[src/rtl/uart_tx_fifo.sv]
// UART transmitter with integrated TX FIFO, all in sys_clk domain.
// Bit timing comes from an internal divider; frames are sent back-to-back while the FIFO is non-empty.
module uart_tx_fifo #(
  parameter int CLK_DIV    = 5208,
  parameter int DATA_BITS  = 8,
  parameter int PARITY     = 0,
  parameter int STOP_BITS  = 1,
  parameter int FIFO_DEPTH = 4
) (
  input  logic                          sys_clk,
  input  logic                          reset,
  input  logic [DATA_BITS-1:0]          tx_data,
  input  logic                          tx_valid,
  output logic                          tx_ready,
  output logic [$clog2(FIFO_DEPTH):0]   fifo_level,
  output logic                          tx_busy,
  output logic                          tx_done,
  output logic                          uart_tx
);

  localparam int AW = $clog2(FIFO_DEPTH);
  localparam int LW = AW + 1;
  localparam int BW = $clog2(CLK_DIV);

  localparam logic [BW-1:0] BAUD_LAST = BW'(CLK_DIV - 1);
  localparam logic [3:0]    DATA_LAST = 4'(DATA_BITS - 1);
  localparam logic [3:0]    STOP_LAST = 4'(STOP_BITS - 1);
  localparam logic [LW-1:0] FULL      = LW'(FIFO_DEPTH);
  localparam logic          ODD_PAR   = (PARITY == 1);

  typedef enum logic [2:0] {
    S_IDLE,
    S_START,
    S_DATA,
    S_PARITY,
    S_STOP
  } state_t;

  logic [DATA_BITS-1:0] r_mem [FIFO_DEPTH];
  logic [AW-1:0]        r_wptr;
  logic [AW-1:0]        r_rptr;
  logic [LW-1:0]        r_level;
  logic                 r_ready;

  state_t               r_state;
  logic [BW-1:0]        r_baud;
  logic [3:0]           r_bitcnt;
  logic [DATA_BITS-1:0] r_shift;
  logic                 r_par;
  logic                 r_tx;
  logic                 r_busy;
  logic                 r_done;

  logic                 w_push;
  logic                 w_pop;
  logic [DATA_BITS-1:0] w_head;
  logic                 w_baud_end;
  logic [LW-1:0]        w_level_nxt;

  state_t               w_state_nxt;
  logic [BW-1:0]        w_baud_nxt;
  logic [3:0]           w_bit_nxt;
  logic [DATA_BITS-1:0] w_shift_nxt;
  logic                 w_tx_nxt;
  logic                 w_done_nxt;

  assign w_push     = tx_valid && r_ready;
  assign w_head     = r_mem[r_rptr];
  assign w_baud_end = (r_baud == BAUD_LAST);

  assign tx_ready   = r_ready;
  assign fifo_level = r_level;
  assign tx_busy    = r_busy;
  assign tx_done    = r_done;
  assign uart_tx    = r_tx;

  // ---------------- FIFO ----------------
  always_comb begin
    w_level_nxt = r_level;
    case ({w_push, w_pop})
      2'b10:   w_level_nxt = r_level + 1'b1;
      2'b01:   w_level_nxt = r_level - 1'b1;
      default: w_level_nxt = r_level;
    endcase
  end

  always_ff @(posedge sys_clk) begin
    if (w_push) r_mem[r_wptr] <= tx_data;
  end

  always_ff @(posedge sys_clk or negedge reset) begin
    if (!reset) begin
      r_wptr  <= '0;
      r_rptr  <= '0;
      r_level <= '0;
      r_ready <= 1'b1;
    end else begin
      if (w_push) r_wptr <= r_wptr + 1'b1;
      if (w_pop)  r_rptr <= r_rptr + 1'b1;
      r_level <= w_level_nxt;
      r_ready <= (w_level_nxt != FULL);
    end
  end

  // ---------------- Transmit FSM ----------------
  always_comb begin
    w_state_nxt = r_state;
    w_baud_nxt  = r_baud + 1'b1;
    w_bit_nxt   = r_bitcnt;
    w_shift_nxt = r_shift;
    w_tx_nxt    = r_tx;
    w_pop       = 1'b0;

    case (r_state)
      S_IDLE: begin
        w_baud_nxt = '0;
        w_bit_nxt  = '0;
        w_tx_nxt   = 1'b1;
        if (r_level != '0) begin
          w_pop       = 1'b1;
          w_state_nxt = S_START;
          w_tx_nxt    = 1'b0;
          w_shift_nxt = w_head;
        end
      end
      S_START: begin
        if (w_baud_end) begin
          w_baud_nxt  = '0;
          w_bit_nxt   = '0;
          w_state_nxt = S_DATA;
          w_tx_nxt    = r_shift[0];
          w_shift_nxt = r_shift >> 1;
        end
      end
      S_DATA: begin
        if (w_baud_end) begin
          w_baud_nxt = '0;
          if (r_bitcnt == DATA_LAST) begin
            w_bit_nxt = '0;
            if (PARITY != 0) begin
              w_state_nxt = S_PARITY;
              w_tx_nxt    = r_par;
            end else begin
              w_state_nxt = S_STOP;
              w_tx_nxt    = 1'b1;
            end
          end else begin
            w_bit_nxt   = r_bitcnt + 1'b1;
            w_tx_nxt    = r_shift[0];
            w_shift_nxt = r_shift >> 1;
          end
        end
      end
      S_PARITY: begin
        if (w_baud_end) begin
          w_baud_nxt  = '0;
          w_bit_nxt   = '0;
          w_state_nxt = S_STOP;
          w_tx_nxt    = 1'b1;
        end
      end
      S_STOP: begin
        if (w_baud_end) begin
          w_baud_nxt = '0;
          if (r_bitcnt == STOP_LAST) begin
            w_bit_nxt = '0;
            // Chain straight into the next start bit when a word is waiting.
            if (r_level != '0) begin
              w_pop       = 1'b1;
              w_state_nxt = S_START;
              w_tx_nxt    = 1'b0;
              w_shift_nxt = w_head;
            end else begin
              w_state_nxt = S_IDLE;
              w_tx_nxt    = 1'b1;
            end
          end else begin
            w_bit_nxt = r_bitcnt + 1'b1;
          end
        end
      end
      default: begin
        w_state_nxt = S_IDLE;
        w_baud_nxt  = '0;
        w_bit_nxt   = '0;
        w_tx_nxt    = 1'b1;
      end
    endcase

    // Registered pulse: raised on the edge that enters the last stop-bit cycle.
    w_done_nxt = (w_state_nxt == S_STOP) && (w_baud_nxt == BAUD_LAST) &&
                 (w_bit_nxt == STOP_LAST);
  end

  always_ff @(posedge sys_clk or negedge reset) begin
    if (!reset) begin
      r_state  <= S_IDLE;
      r_baud   <= '0;
      r_bitcnt <= '0;
      r_shift  <= '0;
      r_par    <= 1'b0;
      r_tx     <= 1'b1;
      r_busy   <= 1'b0;
      r_done   <= 1'b0;
    end else begin
      r_state  <= w_state_nxt;
      r_baud   <= w_baud_nxt;
      r_bitcnt <= w_bit_nxt;
      r_shift  <= w_shift_nxt;
      r_tx     <= w_tx_nxt;
      r_busy   <= (w_state_nxt != S_IDLE);
      r_done   <= w_done_nxt;
      if (w_pop) r_par <= (^w_head) ^ ODD_PAR;
    end
  end

endmodule

[config.mk]
export PLATFORM = sky130hd
export DESIGN_NAME = uart_tx_fifo
export DESIGN_NICKNAME = d
export VERILOG_FILES = /design/src/rtl/uart_tx_fifo.sv
export SDC_FILE = /design/constraint.sdc
export NUM_CORES = 1
export LEC_CHECK = 0
export ABC_AREA = 0
export BUFFER_PORTS_ARGS = -buffer_cell sky130_fd_sc_hd__buf_2
export CAP_MARGIN = 25
export CELL_PAD_IN_SITES_DETAIL_PLACEMENT = 2
export CELL_PAD_IN_SITES_GLOBAL_PLACEMENT = 2
export CORE_UTILIZATION = 47
export CTS_CLUSTER_DIAMETER = 60
export DETAILED_ROUTE_END_ITERATION = 7
export HOLD_SLACK_MARGIN = 0.15
export MAX_ROUTING_LAYER = met4
export PLACE_DENSITY = 0.88
export SYNTH_ARGS = -nofsm -noshare
export SYNTH_HDL_FRONTEND = slang
export SYNTH_SLANG_ARGS = --single-unit
[constraint.sdc]
create_clock -name sys_clk -period 6.9 [get_ports sys_clk]
set_input_delay 1.38 -clock sys_clk [delete_from_list [all_inputs] [get_ports sys_clk]]
set_output_delay 1.38 -clock sys_clk [all_outputs]
set_load 0.005 [all_outputs]
==> impl_results.md, run 1 <==
* Fmax achieved at 332 MHz
* Hold path cells at 1
* Mapped Cells at 249
* Ys Warns at 0
* Routed vias/inst at 5.92
* Slew Limit Headroom at between 30% and 40%
* Post-DRT Antenna Nets at 0
* GPL Wtd Cong at between 0.7 and 0.8
* Worst setup SP type: flop
* Setup Buffers After CTS at 0
* Clock-pin slew on the worst setup and hold paths at 0.08 ns
* CTS max path bufs at 2
* Resize count post-CTS at 0
* Xor/xnor share of the synthesized area at about 4.0%
* PwrDens at 280 mW/mm2
* Initial antenna violation count at 1
* CTS Buf Count at 9
* LEAKAGE at 1.54 nW
* Total power at between 1 and 1.5 mW
* Min Tclk post-route at 3.01 ns
* GRT overflow at 0
* Antenna Cells at 0
* Storage cell area at slightly below 0.002 mm2
* Worst-skew pair later-pin latency at ~0.36 ns
* Via count at 2195
* Final wirelength at 9660 um
* Area growth syn-to-layout at 12.8%
* FF-to-FF path depth at 13
* Pre-CTS setup slack at 3.93 ns
* Hold Fails Final Rpt at 0
* CTS root buf: clkbuf_8
* Mux contribution to synthesized area at 11.8%
* WL per Instance at 26.0 um
* Synth unique cells at 61
* Synthesized net count at 269
* Asr flop ratio synth at 54.9%
* First-pass GRT wire length at 15000 um
* Multi-input logic area at approximately 0.0015 mm2
* Die Y at approximately 88 um
* CTS tree: yes
* Layout cell share with drive strength beyond 1 at between 20 and 30%
* Initial cell density of the core at 49.8%
* Largest family of logic cells by synthesized area: simple AND/OR/NAND/NOR gates
* Final instance area at 0.00392 mm2
* Cts hold-fix bufs at 0
* Post-synthesis sequential area ratio at 55.8%
* Clock skew at 0.0106 ns
* CTS sink count at 71
* RSZ-0062 raised after global routing: no
* Fill cells at approximately 660
* Die width at between 80 and 90 um
* Port Buffers at 17
* Final worst setup slack at 3.89 ns
* H-tree levels at 3
* DR pass1 iterations at 4
* First DRT Iteration DRCs at roughly 120
* Num ports at 18
* Simple-Gate Fraction of Synth Area at ~15%
* Maximum fanout along the worst path at 5
* #FFs+latches synth at between 70 and 80
* Largest net degree at the start of global routing at 40
* Core footprint at 0.00698 mm2
* Mapped cell area at 0.00347 mm2
* Critical path data arrival time at 3.30 ns
* Final setup viols at 0
* Post-synth EDFFs at 32
* Area after DPL at 0.00365 mm2
* Synth Area in Compound Gates at 7.17%
* DRC viols at 0
* FP Rows at 30
* Vias in the first global route at between 2000 and 2500
* Req. time, crit path at 7.19 ns
* Final core utilization at between 50% and 60%
* Crit end category: flop
* Adder-Cell Fraction of Synth Area at 3.46%
* VDD IR max at 148 uV
* Fin Setup TNS at 0 ns
* Hold Path Class: flop to flop
* Status: finished, final reports clean
* Post-Syn Area per Cell at 14.0 um2
* Synth Flop Type: dfrtp_1
* Actual transition at the worst max-transition pin at 0.916 ns
* Final period util at 43.7%
* Fin. max-slew vios at 0
* Final HPWL DP at between 6000 and 7000 um
* Nets at between 200 and 300
* Total track usage at between 20 and 30%
* Maximum capacitance violations at 0
* DIE AREA at 0.00774 mm2
* Crit Path Class: flop to flop
-- critical path, stage by stage, from the launching register on --
cell and delay (ns):
dfrtp_1 0.43, inv_1 0.13, ha_1 0.18, nor3b_1 0.41
nand4_2 0.27, a21o_1 0.30, inv_2 0.08, ha_1 0.17
inv_1 0.06, fa_1 0.37, xor2_1 0.16, nor2_1 0.13
xor2_1 0.20, nand2_1 0.07
-- cell families after synthesis --
kind of cell / count (synthesis)
xor gates and xnor gates: 16
DFF: 71
adders and majority gates: 9
and+or+nand+nor: 78
AOI/OAI and AO/OA: 29
muxes: 26
buffers and inverters: 20
-- stage by stage --
stage          hold slack [ns]  cells
6_report                 0.516    371
5_1_grt                  0.528    371
4_1_cts                  0.514    371
3_5_place_dp             0.485    355
3_3_place_gp             0.474    355
2_1_floorplan            0.454    249
-- flip-flops by register name (all words and copies together) (netlist names) --
register    flops
r_mem          32
r_baud         13
r_shift         8
r_bitcnt        4
fifo_level      3
r_state         3
r_rptr          2
r_wptr          2
tx_busy         1
tx_done         1
tx_ready        1
uart_tx         1
-- final timing paths --
kind | to | start | slack, ns
worst max-delay path | tx_ready$_DFF_PN1_ | r_bitcnt[0]$_DFF_PN0_ | 3.89
worst min-delay path | r_shift[0]$_DFFE_PN0P_ | r_shift[0]$_DFFE_PN0P_ | 0.52
worst max register to register | tx_ready$_DFF_PN1_ | r_bitcnt[0]$_DFF_PN0_ | 3.89
worst min register to register | r_shift[0]$_DFFE_PN0P_ | r_shift[0]$_DFFE_PN0P_ | 0.52
max in group asynchronous | r_baud[2]$_DFF_PN0_ | reset | 5.17
min in group asynchronous | tx_done$_DFF_PN0_ | reset | 1.16
-- cell usage in the layout (no fill, tap or decap), types with 4 or more instances in the layout --
master / Yosys / final
nor2_1: 19 / 19
nand2b_1: 5 / 5
mux2_2: 8 / 8
nand2_1: 11 / 11
ha_1: 8 / 8
o21ai_0: 5 / 5
inv_1: 11 / 11
clkbuf_8: 0 / 9
nand3_1: 5 / 5
nand4_1: 4 / 4
and3_1: 4 / 4
xor2_1: 8 / 8
edfxtp_1: 32 / 32
buf_2: 6 / 17
mux4_2: 8 / 8
mux2_4: 8 / 8
a21oi_1: 4 / 4
xnor2_1: 8 / 8
dfrtp_1: 37 / 37
bufinv_16: 0 / 4
-- report_power, final --
group          internal (mW)  switching, mW  leakage (nW)  total (mW)
logic                 0.0477         0.0739         0.630       0.122
registers              0.500         0.0303         0.775       0.530
clock network          0.278          0.166         0.130       0.444
total                  0.826          0.270          1.54        1.10
-- final cells by class --
class                   instances  share of cell area, %
inverters                      12                   1.15
well taps                      96                   3.07
repair buffers                 18                   2.36
multi-input cells             158                   37.1
clock inverters                 7                   3.70
clock buffers                   9                   3.16
flip-flops and latches         71                   49.5
-- metal layers --
metal,up-vias,global-route usage [%],wire length [um]
met5,-,-,0
met4,0,10.9,263
met3,20,6.60,322
met2,61,48.5,5060
met1,1155,33.7,4020
li1,959,-,-
-- synthesized netlist by cell type, types with 2 or more instances --
| cell type | count | area share, % |
|---|---|---|
| a21oi_1 | 4 | 0.58 |
| and3_1 | 4 | 0.72 |
| and4bb_2 | 2 | 0.72 |
| buf_2 | 6 | 0.86 |
| clkbuf_1 | 2 | 0.22 |
| dfrtp_1 | 37 | 27 |
| dfstp_2 | 2 | 1.5 |
| edfxtp_1 | 32 | 28 |
| ha_1 | 8 | 2.9 |
| inv_1 | 11 | 1.2 |
| mux2_2 | 8 | 2.6 |
| mux2_4 | 8 | 3.5 |
| mux2i_1 | 2 | 0.58 |
| mux4_2 | 8 | 5.2 |
| nand2_1 | 11 | 1.2 |
| nand2b_1 | 5 | 0.90 |
| nand3_1 | 5 | 0.72 |
| nand3b_1 | 2 | 0.43 |
| nand4_1 | 4 | 0.72 |
| nand4bb_4 | 3 | 2.4 |
| nor2_1 | 19 | 2.1 |
| nor2b_1 | 3 | 0.54 |
| nor3b_1 | 3 | 0.65 |
| nor4_1 | 2 | 0.36 |
| o21ai_0 | 5 | 0.72 |
| o2bb2ai_1 | 2 | 0.50 |
| or3_1 | 2 | 0.36 |
| or4_1 | 2 | 0.43 |
| xnor2_1 | 8 | 2.0 |
| xor2_1 | 8 | 2.0 |
(Power assumes the default switching activity.)
==> run 2: changes to the inputs <==
CORE_UTILIZATION = 39   (was 47)
PLACE_DENSITY = 0.78   (was 0.88)
clock period = 2.6 ns   (was 6.9 ns; I/O delays follow)
==> run 2 against run 1 <==
Via count up 3.7%. Combinational power rose to 2.8 times the previous value. Power rose to 2.5 times the previous value. Cell count up 9.7%. Register-to-register slack worse by 3.8 ns.
==> impl_results.md, run 2 (synthesis gave the netlist of run 1 again) <==
* H-tree levels at 3 (unchanged)
* Hold path start: tx_data[4]
* Slowest CP cell: dfrtp_2
* Post-DRT Antenna Nets at 0 (unchanged)
* Sw frac at 26.8% (+2.2 points)
* Routed vias/inst at 5.59 (-5.4%)
* CP max stage delay at 0.40 ns (-0.03 ns)
* Fin. max-slew vios at 0 (unchanged)
* Flop pwr share at 50.5% (+2.1 points)
* Most frequent cells in the layout: dfrtp_1, edfxtp_1, buf_4
* Maximum capacitance violations at 0 (unchanged)
* Commonest non-fill, non-tap cell in the layout: dfrtp_1
* Largest register by flop count: r_mem
* CTS root buf: clkbuf_8
* Nets at 314 (+8.3%)
* Worst setup SP type: flop
* Final period util at 96.1% (+52 points)
* Total power at 2.77 mW (+150%)
* Die Y at 96.4 um (+9.6%)
* Worst path top cell family by delay: adder cells
* First DRT Iteration DRCs at 99 (-17%)
* First-pass GRT wire length at 14500 um (-3.1%)
* Fmax achieved at 400 MHz (+21%)
* Max reg flops at 32 (unchanged)
* Vias in the first global route at 2504 (+0.36%)
* PwrDens at 672 mW/mm2 (+140%)
* Crit. Startpoint: r_baud[0]$_DFF_PN0_
* Final worst setup slack at 0.102 ns (-3.78 ns)
* Antenna Cells at 0 (unchanged)
* Final wirelength at 9730 um (+0.68%)
* Clk pwr share at 37.1% (-3.4 points)
* LEAKAGE at 1.66 nW (+7.9%)
* Worst reg2reg path startpoint: r_baud[0]$_DFF_PN0_
* Min Tclk post-route at 2.50 ns (-0.515 ns)
* Final setup viols at 0 (unchanged)
* Internal Power at 2.03 mW (+150%)
* Largest net degree at the start of global routing at 40 (unchanged)
* Total track usage at 23.3% (-5.6 points)
* Layout cell share with drive strength beyond 1 at 36.1% (+7.4 points)
* Slew Limit Headroom at 64.3% (+25 points)
* Worst-skew pair later-pin latency at 0.37 ns (about the same)
* Initial antenna violation count at 0 (-1)
* Status: finished, final reports clean
* Port Buffers at 17 (unchanged)
* CTS sink count at 71 (unchanged)
* Final HPWL DP at 6380 um (-4.8%)
* FP Rows at 34 (+13%)
* DR pass1 iterations at 4 (unchanged)
* Largest regs: r_mem (32), r_baud (13), r_shift (8)
* GPL Wtd Cong at 0.736 (+0.78%)
* Combinational Power Share at 12.4% (+1.3 points)
* Pre-CTS setup slack at -0.0981 ns (-4.03 ns)
* Core footprint at 0.00868 mm2 (+24%)
* Clock skew at 0.00962 ns (-0.000949 ns)
* Req. time, crit path at 2.90 ns (-4.29 ns)
* VDD IR max at 395 uV (+170%)
* Hold Path Class: input pin to flop
* CTS Buf Count at 9 (unchanged)
* Crit Path Class: flop to flop
* Worst path cell trace: ha_1, and4bb_2, nand4_2, a21o_1, inv_2, ha_4, inv_1, fa_1, xor2_1, nor2_1, xor2_1, nand2_1
* CTS max path bufs at 2 (unchanged)
* Buf+Inv Stages, Crit Path at 2 (-1)
* Critical path data arrival time at 2.80 ns (-0.50 ns)
* Final core utilization at 47.6% (-8.6 points)
* Switching power at 0.744 mW (+180%)
* Area growth syn-to-layout at 18.8%
* Crit end category: flop
* DIE AREA at 0.00929 mm2 (+20%)
* Fin Setup TNS at 0 ns (unchanged)
* WL per Instance at 23.9 um (-8.2%)
* Via count at 2277 (+3.7%)
* Die width at 96.4 um (+9.6%)
* Initial cell density of the core at 40.0% (-9.7 points)
* Num ports at 18 (unchanged)
* DRC viols at 0 (unchanged)
* CTS tree: yes
* Maximum fanout along the worst path at 4 (-1)
* GRT overflow at 0 (unchanged)
* Most common cell on crit path: xor2_1
* Actual transition at the worst max-transition pin at 0.536 ns (-0.380 ns)
* Hold Fails Final Rpt at 0 (unchanged)
* Clock-pin slew on the worst setup and hold paths at 0.08 ns (about the same)
## run 2: cell types whose count changed in the layout (fill, tap and decap cells not counted), sizes merged
cell	delta
dlygate4sd3	+1
buf	+23
clkinvlp	+2
clkinv	-2
clkbuf	+2
bufinv	-2
## run 2: final timing paths
kind,slack (ns),endpoint,depth (start not counted)
min in group asynchronous,0.65,r_bitcnt[2]$_DFF_PN0_,2
max reg2reg,0.10,tx_ready$_DFF_PN1_,12
max in group asynchronous,1.45,r_state[1]$_DFF_PN0_,3
min reg2reg,0.48,r_baud[0]$_DFF_PN0_,1
max,0.10,tx_ready$_DFF_PN1_,12
min,0.37,r_mem[0][4]$_DFFE_PP_,1
## run 2: routing by layer
| metal | part of all wire, % | vias up | track usage, % |
|---|---|---|---|
| met1 | 42 | 1211 | 27.9 |
| met2 | 54 | 30 | 38.6 |
| met4 | 1.9 | 0 | 8.33 |
| met5 | 0 | - | - |
| met3 | 2.4 | 19 | 5.40 |
| li1 | - | 1017 | - |
## run 2: power groups by stage
| stage | Combinational, mW | Clock, mW | Sequential [mW] |
|---|---|---|---|
| after detailed placement | 0.330 | 0 | 1.42 |
| after CTS | 0.347 | 1.05 | 1.40 |
| after global routing | 0.377 | 1.08 | 1.42 |
| after global placement | 0.300 | 0 | 1.41 |
| final | 0.344 | 1.03 | 1.40 |
| after floorplan | 0.191 | 0 | 1.40 |
## run 2: cell type report
cell class	count	area, um2
fillers	887	4550
flip-flops and latches	71	1940
multi-input cells	158	1490
repair buffers	42	295
clock buffers	11	141
well taps	108	135
clock inverters	5	82.6
inverters	12	45.0
## run 2: repair_timing
action                     in CTS  in global routing
buffers inserted                1                  5
resized for setup               5                  5
pin swaps                       3                  3
hold endpoints to repair        0                 15
setup endpoints to repair       2                  2
hold buffers                    0                  1
## run 2: metrics by stage
stage	std cells	hold WS [ns]	instance area, um2
5_1_grt	407	0.366	4130
3_5_place_dp	383	0.493	3780
4_1_cts	400	0.330	4030
3_3_place_gp	383	0.466	3780
6_report	407	0.373	4130
2_1_floorplan	249	0.224	3470
## run 2: worst register-to-register path: stages (launching register included)
cell and delay, ns:
dfrtp_2 0.40, ha_1 0.19, and4bb_2 0.29, nand4_2 0.12, a21o_1 0.20, inv_2 0.09
ha_4 0.14, inv_1 0.05, fa_1 0.37, xor2_1 0.15, nor2_1 0.14, xor2_1 0.20
nand2_1 0.08
